<file path="src/rtl/mem_cmd_sequencer_if.sv">
// rtl/mem_cmd_sequencer_if.sv - producer, completion and memory-port bundle for mem_cmd_sequencer
interface mem_cmd_sequencer_if #(
    parameter int ADDR_WIDTH = 4,
    parameter int DATA_WIDTH = 32,
    parameter int DEPTH      = 4
);
    localparam int COUNT_WIDTH = $clog2(DEPTH + 1);

    logic                   req_valid;
    logic                   req_ready;
    logic                   req_wr;
    logic [ADDR_WIDTH-1:0]  req_addr;
    logic [DATA_WIDTH-1:0]  req_wdata;

    logic                   rsp_valid;
    logic                   rsp_is_wr;
    logic                   rsp_err;
    logic [DATA_WIDTH-1:0]  rsp_rdata;

    logic [COUNT_WIDTH-1:0] count;

    logic                   mem_wr;
    logic                   mem_rd;
    logic [ADDR_WIDTH-1:0]  mem_addr;
    logic [DATA_WIDTH-1:0]  mem_wdata;
    logic [DATA_WIDTH-1:0]  mem_rdata;
    logic                   mem_response;

    modport slave (
        input  req_valid, req_wr, req_addr, req_wdata, mem_rdata, mem_response,
        output req_ready, rsp_valid, rsp_is_wr, rsp_err, rsp_rdata, count,
               mem_wr, mem_rd, mem_addr, mem_wdata
    );

    modport master (
        output req_valid, req_wr, req_addr, req_wdata, mem_rdata, mem_response,
        input  req_ready, rsp_valid, rsp_is_wr, rsp_err, rsp_rdata, count,
               mem_wr, mem_rd, mem_addr, mem_wdata
    );
endinterface

</file>
<file path="src/rtl/mem_cmd_sequencer.sv">
// rtl/mem_cmd_sequencer.sv - command FIFO that issues one memory op at a time with per-command timeout
module mem_cmd_sequencer #(
    parameter int ADDR_WIDTH = 4,
    parameter int DATA_WIDTH = 32,
    parameter int DEPTH      = 4,
    parameter int TIMEOUT    = 15
) (
    input  logic              clk,
    input  logic              reset,
    mem_cmd_sequencer_if.slave bus
);
    localparam int PTR_WIDTH   = $clog2(DEPTH);
    localparam int COUNT_WIDTH = $clog2(DEPTH + 1);
    localparam int TCNT_WIDTH  = $clog2(TIMEOUT + 1);

    typedef enum logic [1:0] {IDLE, ISSUE, WAIT} state_t;
    state_t state, state_next;

    logic                   fifo_wr    [DEPTH];
    logic [ADDR_WIDTH-1:0]  fifo_addr  [DEPTH];
    logic [DATA_WIDTH-1:0]  fifo_wdata [DEPTH];
    logic [PTR_WIDTH-1:0]   wr_ptr;
    logic [PTR_WIDTH-1:0]   rd_ptr;
    logic [COUNT_WIDTH-1:0] occupancy;
    logic [TCNT_WIDTH-1:0]  tcnt;

    logic                   full;
    logic                   push;
    logic                   done;
    logic                   resp_ok;
    logic                   head_wr;
    logic [ADDR_WIDTH-1:0]  head_addr;
    logic [DATA_WIDTH-1:0]  head_wdata;

    logic                   rsp_valid_q;
    logic                   rsp_is_wr_q;
    logic                   rsp_err_q;
    logic [DATA_WIDTH-1:0]  rsp_rdata_q;

    assign full       = (occupancy == COUNT_WIDTH'(DEPTH));
    assign push       = bus.req_valid && !full;
    assign resp_ok    = (state == WAIT) && bus.mem_response;
    assign done       = (state == WAIT) && (bus.mem_response || tcnt == TCNT_WIDTH'(TIMEOUT));
    assign head_wr    = fifo_wr[rd_ptr];
    assign head_addr  = fifo_addr[rd_ptr];
    assign head_wdata = fifo_wdata[rd_ptr];

    assign bus.req_ready = !full;
    assign bus.count     = occupancy;
    assign bus.rsp_valid = rsp_valid_q;
    assign bus.rsp_is_wr = rsp_is_wr_q;
    assign bus.rsp_err   = rsp_err_q;
    assign bus.rsp_rdata = rsp_rdata_q;

    always_ff @(posedge clk) begin
        if (push) begin
            fifo_wr[wr_ptr]    <= bus.req_wr;
            fifo_addr[wr_ptr]  <= bus.req_addr;
            fifo_wdata[wr_ptr] <= bus.req_wdata;
        end
    end

    // The head stays counted until its completion, so pop coincides with done.
    always_ff @(posedge clk or negedge reset) begin
        if (!reset) begin
            wr_ptr    <= '0;
            rd_ptr    <= '0;
            occupancy <= '0;
        end else begin
            if (push) wr_ptr <= wr_ptr + PTR_WIDTH'(1);
            if (done) rd_ptr <= rd_ptr + PTR_WIDTH'(1);
            case ({push, done})
                2'b10:   occupancy <= occupancy + COUNT_WIDTH'(1);
                2'b01:   occupancy <= occupancy - COUNT_WIDTH'(1);
                default: occupancy <= occupancy;
            endcase
        end
    end

    always_ff @(posedge clk or negedge reset) begin
        if (!reset) state <= IDLE;
        else        state <= state_next;
    end

    always_comb begin
        state_next = state;
        case (state)
            IDLE:    if (occupancy != '0) state_next = ISSUE;
            ISSUE:   state_next = WAIT;
            WAIT:    if (done) state_next = IDLE;
            default: state_next = IDLE;
        endcase
    end

    always_comb begin
        bus.mem_wr    = 1'b0;
        bus.mem_rd    = 1'b0;
        bus.mem_addr  = '0;
        bus.mem_wdata = '0;
        case (state)
            ISSUE: begin
                bus.mem_wr    = head_wr;
                bus.mem_rd    = !head_wr;
                bus.mem_addr  = head_addr;
                bus.mem_wdata = head_wdata;
            end
            WAIT: begin
                bus.mem_addr  = head_addr;
                bus.mem_wdata = head_wdata;
            end
            default: ;
        endcase
    end

    // Counter is 0 during ISSUE and 1 in the first WAIT cycle, so WAIT lasts at most TIMEOUT cycles.
    always_ff @(posedge clk or negedge reset) begin
        if (!reset)              tcnt <= '0;
        else if (state == IDLE)  tcnt <= '0;
        else                     tcnt <= tcnt + TCNT_WIDTH'(1);
    end

    always_ff @(posedge clk or negedge reset) begin
        if (!reset) begin
            rsp_valid_q <= 1'b0;
            rsp_is_wr_q <= 1'b0;
            rsp_err_q   <= 1'b0;
            rsp_rdata_q <= '0;
        end else begin
            rsp_valid_q <= done;
            rsp_is_wr_q <= done && head_wr;
            rsp_err_q   <= done && !bus.mem_response;
            rsp_rdata_q <= (resp_ok && !head_wr) ? bus.mem_rdata : '0;
        end
    end
endmodule

</file>
<file path="src/flat_wrapper.sv">
// flat-port wrapper written by rule: the top's interface ports become plain ports
module mem_cmd_sequencer_flat 
#(
    parameter int ADDR_WIDTH = 4,
    parameter int DATA_WIDTH = 32,
    parameter int DEPTH      = 4,
    parameter int TIMEOUT    = 15
)
  (clk, reset, bus_req_valid, bus_req_wr, bus_req_addr, bus_req_wdata, bus_mem_rdata, bus_mem_response, bus_req_ready, bus_rsp_valid, bus_rsp_is_wr, bus_rsp_err, bus_rsp_rdata, bus_count, bus_mem_wr, bus_mem_rd, bus_mem_addr, bus_mem_wdata);
  mem_cmd_sequencer_if #(.ADDR_WIDTH(ADDR_WIDTH), .DATA_WIDTH(DATA_WIDTH), .DEPTH(DEPTH)) bus_i ();
  input  logic clk;
  input  logic reset;
  input wire logic [$bits(bus_i.req_valid)-1:0] bus_req_valid;
  input wire logic [$bits(bus_i.req_wr)-1:0] bus_req_wr;
  input wire logic [$bits(bus_i.req_addr)-1:0] bus_req_addr;
  input wire logic [$bits(bus_i.req_wdata)-1:0] bus_req_wdata;
  input wire logic [$bits(bus_i.mem_rdata)-1:0] bus_mem_rdata;
  input wire logic [$bits(bus_i.mem_response)-1:0] bus_mem_response;
  output wire logic [$bits(bus_i.req_ready)-1:0] bus_req_ready;
  output wire logic [$bits(bus_i.rsp_valid)-1:0] bus_rsp_valid;
  output wire logic [$bits(bus_i.rsp_is_wr)-1:0] bus_rsp_is_wr;
  output wire logic [$bits(bus_i.rsp_err)-1:0] bus_rsp_err;
  output wire logic [$bits(bus_i.rsp_rdata)-1:0] bus_rsp_rdata;
  output wire logic [$bits(bus_i.count)-1:0] bus_count;
  output wire logic [$bits(bus_i.mem_wr)-1:0] bus_mem_wr;
  output wire logic [$bits(bus_i.mem_rd)-1:0] bus_mem_rd;
  output wire logic [$bits(bus_i.mem_addr)-1:0] bus_mem_addr;
  output wire logic [$bits(bus_i.mem_wdata)-1:0] bus_mem_wdata;
  assign bus_i.req_valid = bus_req_valid;
  assign bus_i.req_wr = bus_req_wr;
  assign bus_i.req_addr = bus_req_addr;
  assign bus_i.req_wdata = bus_req_wdata;
  assign bus_i.mem_rdata = bus_mem_rdata;
  assign bus_i.mem_response = bus_mem_response;
  assign bus_req_ready = bus_i.req_ready;
  assign bus_rsp_valid = bus_i.rsp_valid;
  assign bus_rsp_is_wr = bus_i.rsp_is_wr;
  assign bus_rsp_err = bus_i.rsp_err;
  assign bus_rsp_rdata = bus_i.rsp_rdata;
  assign bus_count = bus_i.count;
  assign bus_mem_wr = bus_i.mem_wr;
  assign bus_mem_rd = bus_i.mem_rd;
  assign bus_mem_addr = bus_i.mem_addr;
  assign bus_mem_wdata = bus_i.mem_wdata;
  mem_cmd_sequencer #(.ADDR_WIDTH(ADDR_WIDTH), .DATA_WIDTH(DATA_WIDTH), .DEPTH(DEPTH), .TIMEOUT(TIMEOUT)) u_core (.clk(clk), .reset(reset), .bus(bus_i));
endmodule
</file>
<file path="config.mk">
export PLATFORM = sky130hd
export DESIGN_NAME = mem_cmd_sequencer_flat
export DESIGN_NICKNAME = d
export VERILOG_FILES = /design/src/rtl/mem_cmd_sequencer_if.sv /design/src/rtl/mem_cmd_sequencer.sv /design/src/flat_wrapper.sv
export SDC_FILE = /design/constraint.sdc
export NUM_CORES = 1
export LEC_CHECK = 0
export ABC_CLOCK_PERIOD_IN_PS = 2570
export CORE_ASPECT_RATIO = 0.75
export CORE_MARGIN = 1
export CORE_UTILIZATION = 25
export CTS_BUF_LIST = sky130_fd_sc_hd__clkbuf_4
export DETAILED_ROUTE_END_ITERATION = 12
export DONT_BUFFER_PORTS = 1
export SLEW_MARGIN = 20
export SYNTH_ARGS = -nofsm -noshare
export SYNTH_HDL_FRONTEND = slang
export SYNTH_SLANG_ARGS = --single-unit
</file>
<file path="constraint.sdc">
create_clock -name clk -period 2.57 [get_ports clk]
set_input_delay 0.257 -clock clk [delete_from_list [all_inputs] [get_ports clk]]
set_output_delay 0.257 -clock clk [all_outputs]
set_load 0.01 [all_outputs]
</file>
==> results of run 1 <==
## stage by stage
stage          std cells  instance area (sq um)  hold WS (ns)  power [uW]  setup slack (ns)
5_1_grt              862                   8970       0.02156        9331           0.05406
2_1_floorplan        372                   7428      -0.03859        6413            0.4339
3_3_place_gp         752                   7891      -0.03769        7089            0.2813
6_report             862                   8970        0.1042        8765            0.2229
4_1_cts              860                   8954       0.01500        8953            0.1106
3_5_place_dp         752                   7891      -0.03806        7161            0.2634
## sequential cells by signal (all words and copies together), names as in the netlist
signal / flops
u_core.tcnt: 4
u_core.fifo_wr: 4
u_core.fifo_addr: 16
u_core.bus.rsp_is_wr: 1
u_core.wr_ptr: 2
u_core.fifo_wdata: 128
u_core.bus.rsp_rdata: 32
u_core.bus.rsp_valid: 1
u_core.rd_ptr: 2
u_core.bus.rsp_err: 1
u_core.bus.count: 3
u_core.state: 2
## path summary, 6_finish.rpt
path | from | to | slack, ns | cells past startpoint
hold reg to reg | u_core.tcnt[0] | u_core.tcnt[0] | 0.49 | 1
min in group asynchronous | reset | u_core.bus.rsp_rdata[28] | 0.19 | 2
setup reg to reg | u_core.bus.count[1] | u_core.bus.count[1] | 0.28 | 5
hold / removal | bus_mem_response | u_core.state[0] | 0.10 | 3
setup / recovery | u_core.rd_ptr[0] | bus_mem_wdata[3] | 0.22 | 3
max in group asynchronous | reset | u_core.rd_ptr[0] | 2.17 | 2
## logic make-up after synthesis
kind of cell               after synthesis
buffers and inverters                   21
DFF                                    196
adders and majority gates                9
AOI/OAI and AO/OA                        5
xor gates and xnor gates                 8
and+or+nand+nor                         93
muxes                                   40
## synthesized netlist by cell type
cell / instances
clkbuf_1: 7
nor2b_1: 2
nand2_1: 3
o22a_1: 1
and2_4: 1
mux2_4: 1
buf_2: 4
xnor2_4: 1
a31oi_1: 1
inv_1: 5
nor2_1: 7
fa_1: 1
dfrtp_1: 48
or3b_1: 1
edfxtp_1: 148
buf_1: 1
nor3_1: 1
ha_1: 8
mux2i_1: 1
and2_1: 71
a21oi_1: 2
buf_6: 2
xnor2_1: 5
mux4_2: 37
or2b_2: 1
o21ai_0: 1
xor2_1: 2
mux2_2: 1
nand3_1: 1
and3_2: 5
buf_4: 2
## per-layer routing
layer / GRT usage (%) / vias up
met2: 17.79 / 71
met1: 12.06 / 1864
met3: 3.184 / 18
met4: 4.542 / 0
li1: - / 1571
met5: 0 / -
## power breakdown
group | internal [uW] | switching [uW] | total (uW) | leakage (uW)
Combinational | 1290 | 1560 | 2850 | 0.00101
Clock | 428 | 1100 | 1530 | 0.000145
Sequential | 4070 | 312 | 4380 | 0.00200
Total | 5790 | 2980 | 8760 | 0.00315
## timing repair
item,in CTS,in global routing
endpoints found under the setup margin,29,0
buffers inserted,3,0
hold endpoints to repair,233,0
hold buffers,73,0
## cell type report
type	count	area, sq um
Clock buffer	18	135.1
Sequential cell	196	5650
Timing Repair Buffer	80	858.3
Inverter	5	18.77
Multi-Input combinational cell	155	1688
Clock inverter	14	123.9
Antenna cell	2	5.005
Tap cell	392	490.5
Fill cell	2786	20150
## worst max-delay path, stage by stage, from the launching register on
cell     delay (ns)
dfrtp_4        0.56
buf_12         0.21
mux4_2         0.50
and2_1         0.23
==> impl_metrics.tcl, run 1 <==
set metrics [dict create \
    status "completed" \
    synth-warning-count 0 \
    clk_latency_ns 0.56 \
    path_class "register to primary output" \
    htreeDepth 4 \
    cp_max_fo 16 \
    synth.area.top_cells "edfxtp_1 (60%), dfrtp_1 (16%), mux4_2 (11%), and2_1 (6.0%), ha_1 (1.3%)" \
    layout-drive-gt1-share_pct 18.59 \
    synth_top_family_by_area "multiplexers" \
    die_y_um 151.3 \
    core_sq_um 29120 \
    rsz0062_at_grt "no" \
    place.detailed.hpwl_um 9055 \
    routed.top_layer "met4" \
    cp.required_ns 2.31 \
    met3WireLength_um 663 \
    portBuffers 0 \
    ir_worst_vdd_uv 315.6 \
    antenna_found_initial 2 \
    grt_max_degree 49 \
    tritoncts "done" \
    clk_pin_slew_ns 0.17 \
    yosys.area_share.simple_pct 7.647 \
    via_count 3524 \
    drv_cap 0 \
    routedWlPerCell_um 17.58 \
    powerDensity_nw_per_um2 977.2 \
    rows 54 \
    fin_util_pct 30.80 \
    yosysTopAreaCell "edfxtp_1" \
    syn_inst 372 \
    met2WireLength_um 8001 \
    wl_met1_um 6279 \
    cp-end-kind "primary output" \
    initial_core_util_pct 25.51 \
    final_max_slew_viol_count 0 \
    layout_commonest_cell "edfxtp_1" \
    syn_nets 454 \
    hold_viol_final 0 \
    grtUsageTotal_pct 10.37 \
    grt_pass1_vias 3853 \
    tightest_slew_ns 1.056 \
    viasPerCell 4.088 \
    fmax_ghz 0.4261 \
    postRouteAntennaNets 0 \
    gr-total-overflow 0 \
    finalClockSkew_ns 0.02142 \
    place_congestion 0.6881 \
    synth_xor_xnor_area_share_pct 1.196 \
    cp-start-kind "register" \
    final_nets 537 \
    drc_errors 0 \
    cts_inserted_buffers 17 \
    root_buffer "clkbuf_4" \
    p_leak_uw 0.003151 \
    relSlewSlack_pct 29.59 \
    drt_pre_antenna_iters 4 \
    cts_resized 0 \
    finalWorstPathRequiredPeriod_ns 2.347 \
    clock_sinks 196 \
    finalSetupViolCount 0 \
    die_area_sq_um 30410 \
    io_pins 150 \
    min_period_over_period_pct 91.33 \
    synth_top_area_share_pct 59.83 \
    postSynthAreaPerCell_sq_um 19.97 \
    syn-cell-area_sq_um 7428 \
    synth_fa_ha_area_share_pct 1.617 \
    die_w_um 201.0 \
    synth_seq_cells 196 \
    syn_to_final_growth_pct 20.75 \
    muxShareOfSynthArea_pct 11.71 \
    synth.distinct_cells 31 \
    synth-compound-area-share_pct 0.4042 \
    cp.arrival_ns 2.09 \
    grt_pass1_wl_um 22960 \
    yosysSeqAreaShare_pct 76.00 \
    drt_iter0_markers 245 \
    wl_um 15150 \
    clock_path_buffers 2 \
    tns_ns 0 \
    final_cell_mix "edfxtp_1 (148), dlygate4sd3_1 (72), and2_1 (71)" \
    hold_path.class "input pin to register" \
]
No activity file was read; power rests on OpenSTA's default activity.
==> inputs of run 2 (changes only) <==
- ABC_CLOCK_PERIOD_IN_PS: 2570 -> 2900
- SKIP_LAST_GASP: unset -> 1
- clock period: 2.57 -> 2.9 ns (I/O delays scaled with it)
==> run 2 against run 1 <==
Net effect: combinational power is 15% lower; largest power group unchanged; global-route usage is 0.30 points lower; sequential power is 11% lower; clock power is 9.8% lower; clock skew is 0.010 ns higher; die area stayed put; first-iteration DRC count is 45% lower; critical endpoint is now bus_mem_wdata[23]; critical path depth stayed put.
==> impl_metrics.tcl, run 2 (synthesized netlist as in run 1, its figures left out) <==
set metrics [dict create \
    holdCritStartpoint "bus_mem_response" \
    hold_path.class "input pin to register" \
    clk_pin_slew_ns 0.16 \
    layout_commonest_cell "edfxtp_1" \
    die_y_um 151.3 \
    status "completed" \
    r2r_end "u_core.fifo_wdata[3][30]" \
    grt_pass1_wl_um 22360 \
    drv_cap 0 \
    p_sw_uw 2646 \
    finalWorstPathRequiredPeriod_ns 2.667 \
    tightest_slew_ns 1.053 \
    place.detailed.hpwl_um 8672 \
    crit_chain "buf_4 > mux4_2 > and2_1" \
    cp.arrival_ns 2.38 \
    cp.required_ns 2.61 \
    seqPwrFrac_pct 50.7 \
    hold_viol_final 0 \
    fillers 2801 \
    reg2reg_depth 2 \
    die_w_um 201.0 \
    largest_register "u_core.fifo_wdata" \
    grt_pass1_vias 3782 \
    clock_sinks 196 \
    min_to "u_core.state[0]" \
    fmax_ghz 0.3749 \
    cp-end-kind "primary output" \
    htreeDepth 4 \
    slowest_stage "dfrtp_2" \
    drt_pre_antenna_iters 4 \
    cts_inserted_buffers 17 \
    clock_path_buffers 2 \
    rsz0062_at_grt "no" \
    drt_iter0_markers 135 \
    gr-total-overflow 0 \
    wl_um 15080 \
    portBuffers 0 \
    initial_core_util_pct 25.51 \
    drc_errors 0 \
    io_pins 150 \
    die_area_sq_um 30410 \
    tritoncts "done" \
    largest_reg_flops 128 \
    syn_to_final_growth_pct 20.04 \
    p_int_uw 5043 \
    min_period_over_period_pct 91.98 \
    whs_path_depth 3 \
    ir_worst_vdd_uv 328.5 \
    r2r_start "u_core.bus.count[1]" \
    via_count 3513 \
    place_area_sq_um 7879 \
    postRouteAntennaNets 0 \
    rows 54 \
    combPwrFrac_pct 31.4 \
    clk_latency_ns 0.59 \
    grtUsageTotal_pct 10.07 \
    viasPerCell 4.080 \
    stdcell_area_sq_um 8917 \
    final_max_slew_viol_count 0 \
    routedWlPerCell_um 17.52 \
    grt_max_degree 49 \
    p_leak_uw 0.003125 \
    cp_max_fo 24 \
    core_sq_um 29120 \
    final_nets 535 \
    path_class "register to primary output" \
    root_buffer "clkbuf_4" \
    antenna_found_initial 3 \
    relSlewSlack_pct 29.82 \
    cp-start-kind "register" \
    finalSetupViolCount 0 \
    switching_share_pct 34.41 \
    rrSetupSlack_ns 0.63 \
    final_cell_mix "edfxtp_1 (148), dlygate4sd3_1 (72), and2_1 (71)" \
    crit_family "flip-flops" \
    clkPwrFrac_pct 17.9 \
    critPathMaxStageDelay_ns 0.84 \
    finalClockSkew_ns 0.03173 \
    cp_num_buf_inv 1 \
    cts_resized 0 \
    layout-drive-gt1-share_pct 18.45 \
    tns_ns 0 \
    place_congestion 0.6598 \
    powerDensity_nw_per_um2 862.2 \
]
-- run 2: area by class of cell --
type	instances	area [sq um]	area share, %
Inverter	5	18.77	0.2105
Clock buffer	17	127.6	1.431
Clock inverter	15	120.1	1.347
Timing Repair Buffer	78	818.3	9.176
Multi-Input combinational cell	155	1684	18.89
Sequential cell	196	5650	63.36
Tap cell	392	490.5	5.500
Antenna cell	3	7.507	0.08419
-- run 2: how the worst max path moves through the flow --
stage | startpoint | endpoint | slack (ns) | depth (start not counted)
after floorplan | u_core.bus.count[1] | u_core.bus.count[1] | 0.76 | 7
after global placement | u_core.bus.count[1] | u_core.bus.count[1] | 0.62 | 5
after detailed placement | u_core.bus.count[0] | u_core.fifo_wdata[0][14] | 0.59 | 2
after CTS | u_core.rd_ptr[1] | bus_mem_wdata[23] | 0.1 | 3
after global routing | u_core.rd_ptr[1] | bus_mem_wdata[23] | 0.05 | 3
final | u_core.rd_ptr[1] | bus_mem_wdata[23] | 0.23 | 3
-- run 2: power by group through the flow --
stage | logic, uW | registers, uW | clock network (uW)
2_1_floorplan | 1870 | 3810 | 0
3_3_place_gp | 2320 | 3950 | 0
3_5_place_dp | 2350 | 3980 | 0
4_1_cts | 2480 | 3910 | 1460
5_1_grt | 2670 | 3950 | 1570
6_report | 2420 | 3900 | 1380
-- run 2: routing by layer --
metal	GRT usage (%)	vias to the layer above	wire length [um]
met3	3.141	17	690
li1	-	1567	-
met4	3.817	0	226
met5	0	-	0
met2	17.21	79	7862
met1	11.94	1850	6302
-- run 2: repair_timing --
| item | CTS | global route |
|---|---|---|
| buffers inserted | 0 | 0 |
| endpoints found under the hold margin | 232 | 0 |
| hold buffers | 73 | 0 |
-- run 2: worst register-to-register path, delay by kind of cell (launching register included) --
| kind | cells | cell delay (ns) |
|---|---|---|
| DFF | 1 | 0.54 |
| and+or+nand+nor | 2 | 1.34 |
-- run 2: stage by stage --
stage | std cells | hold WS [ns] | utilization (%) | setup slack [ns] | total power [uW]
6_report | 861 | 0.1472 | 30.62 | 0.2326 | 7689
2_1_floorplan | 372 | -0.005591 | - | 0.7639 | 5683
5_1_grt | 860 | 0.08169 | 30.61 | 0.05211 | 8192
3_3_place_gp | 752 | -0.004714 | 27.06 | 0.6180 | 6265
3_5_place_dp | 752 | -0.004945 | 27.06 | 0.5887 | 6329
4_1_cts | 857 | 0.05931 | 30.48 | 0.09525 | 7846
==> inputs of run 3 (changes only) <==
- ABC_CLOCK_PERIOD_IN_PS: 2900 -> unset
==> results of run 3 <==
The final DEF is identical to that of run 2; final timing and power are the same.
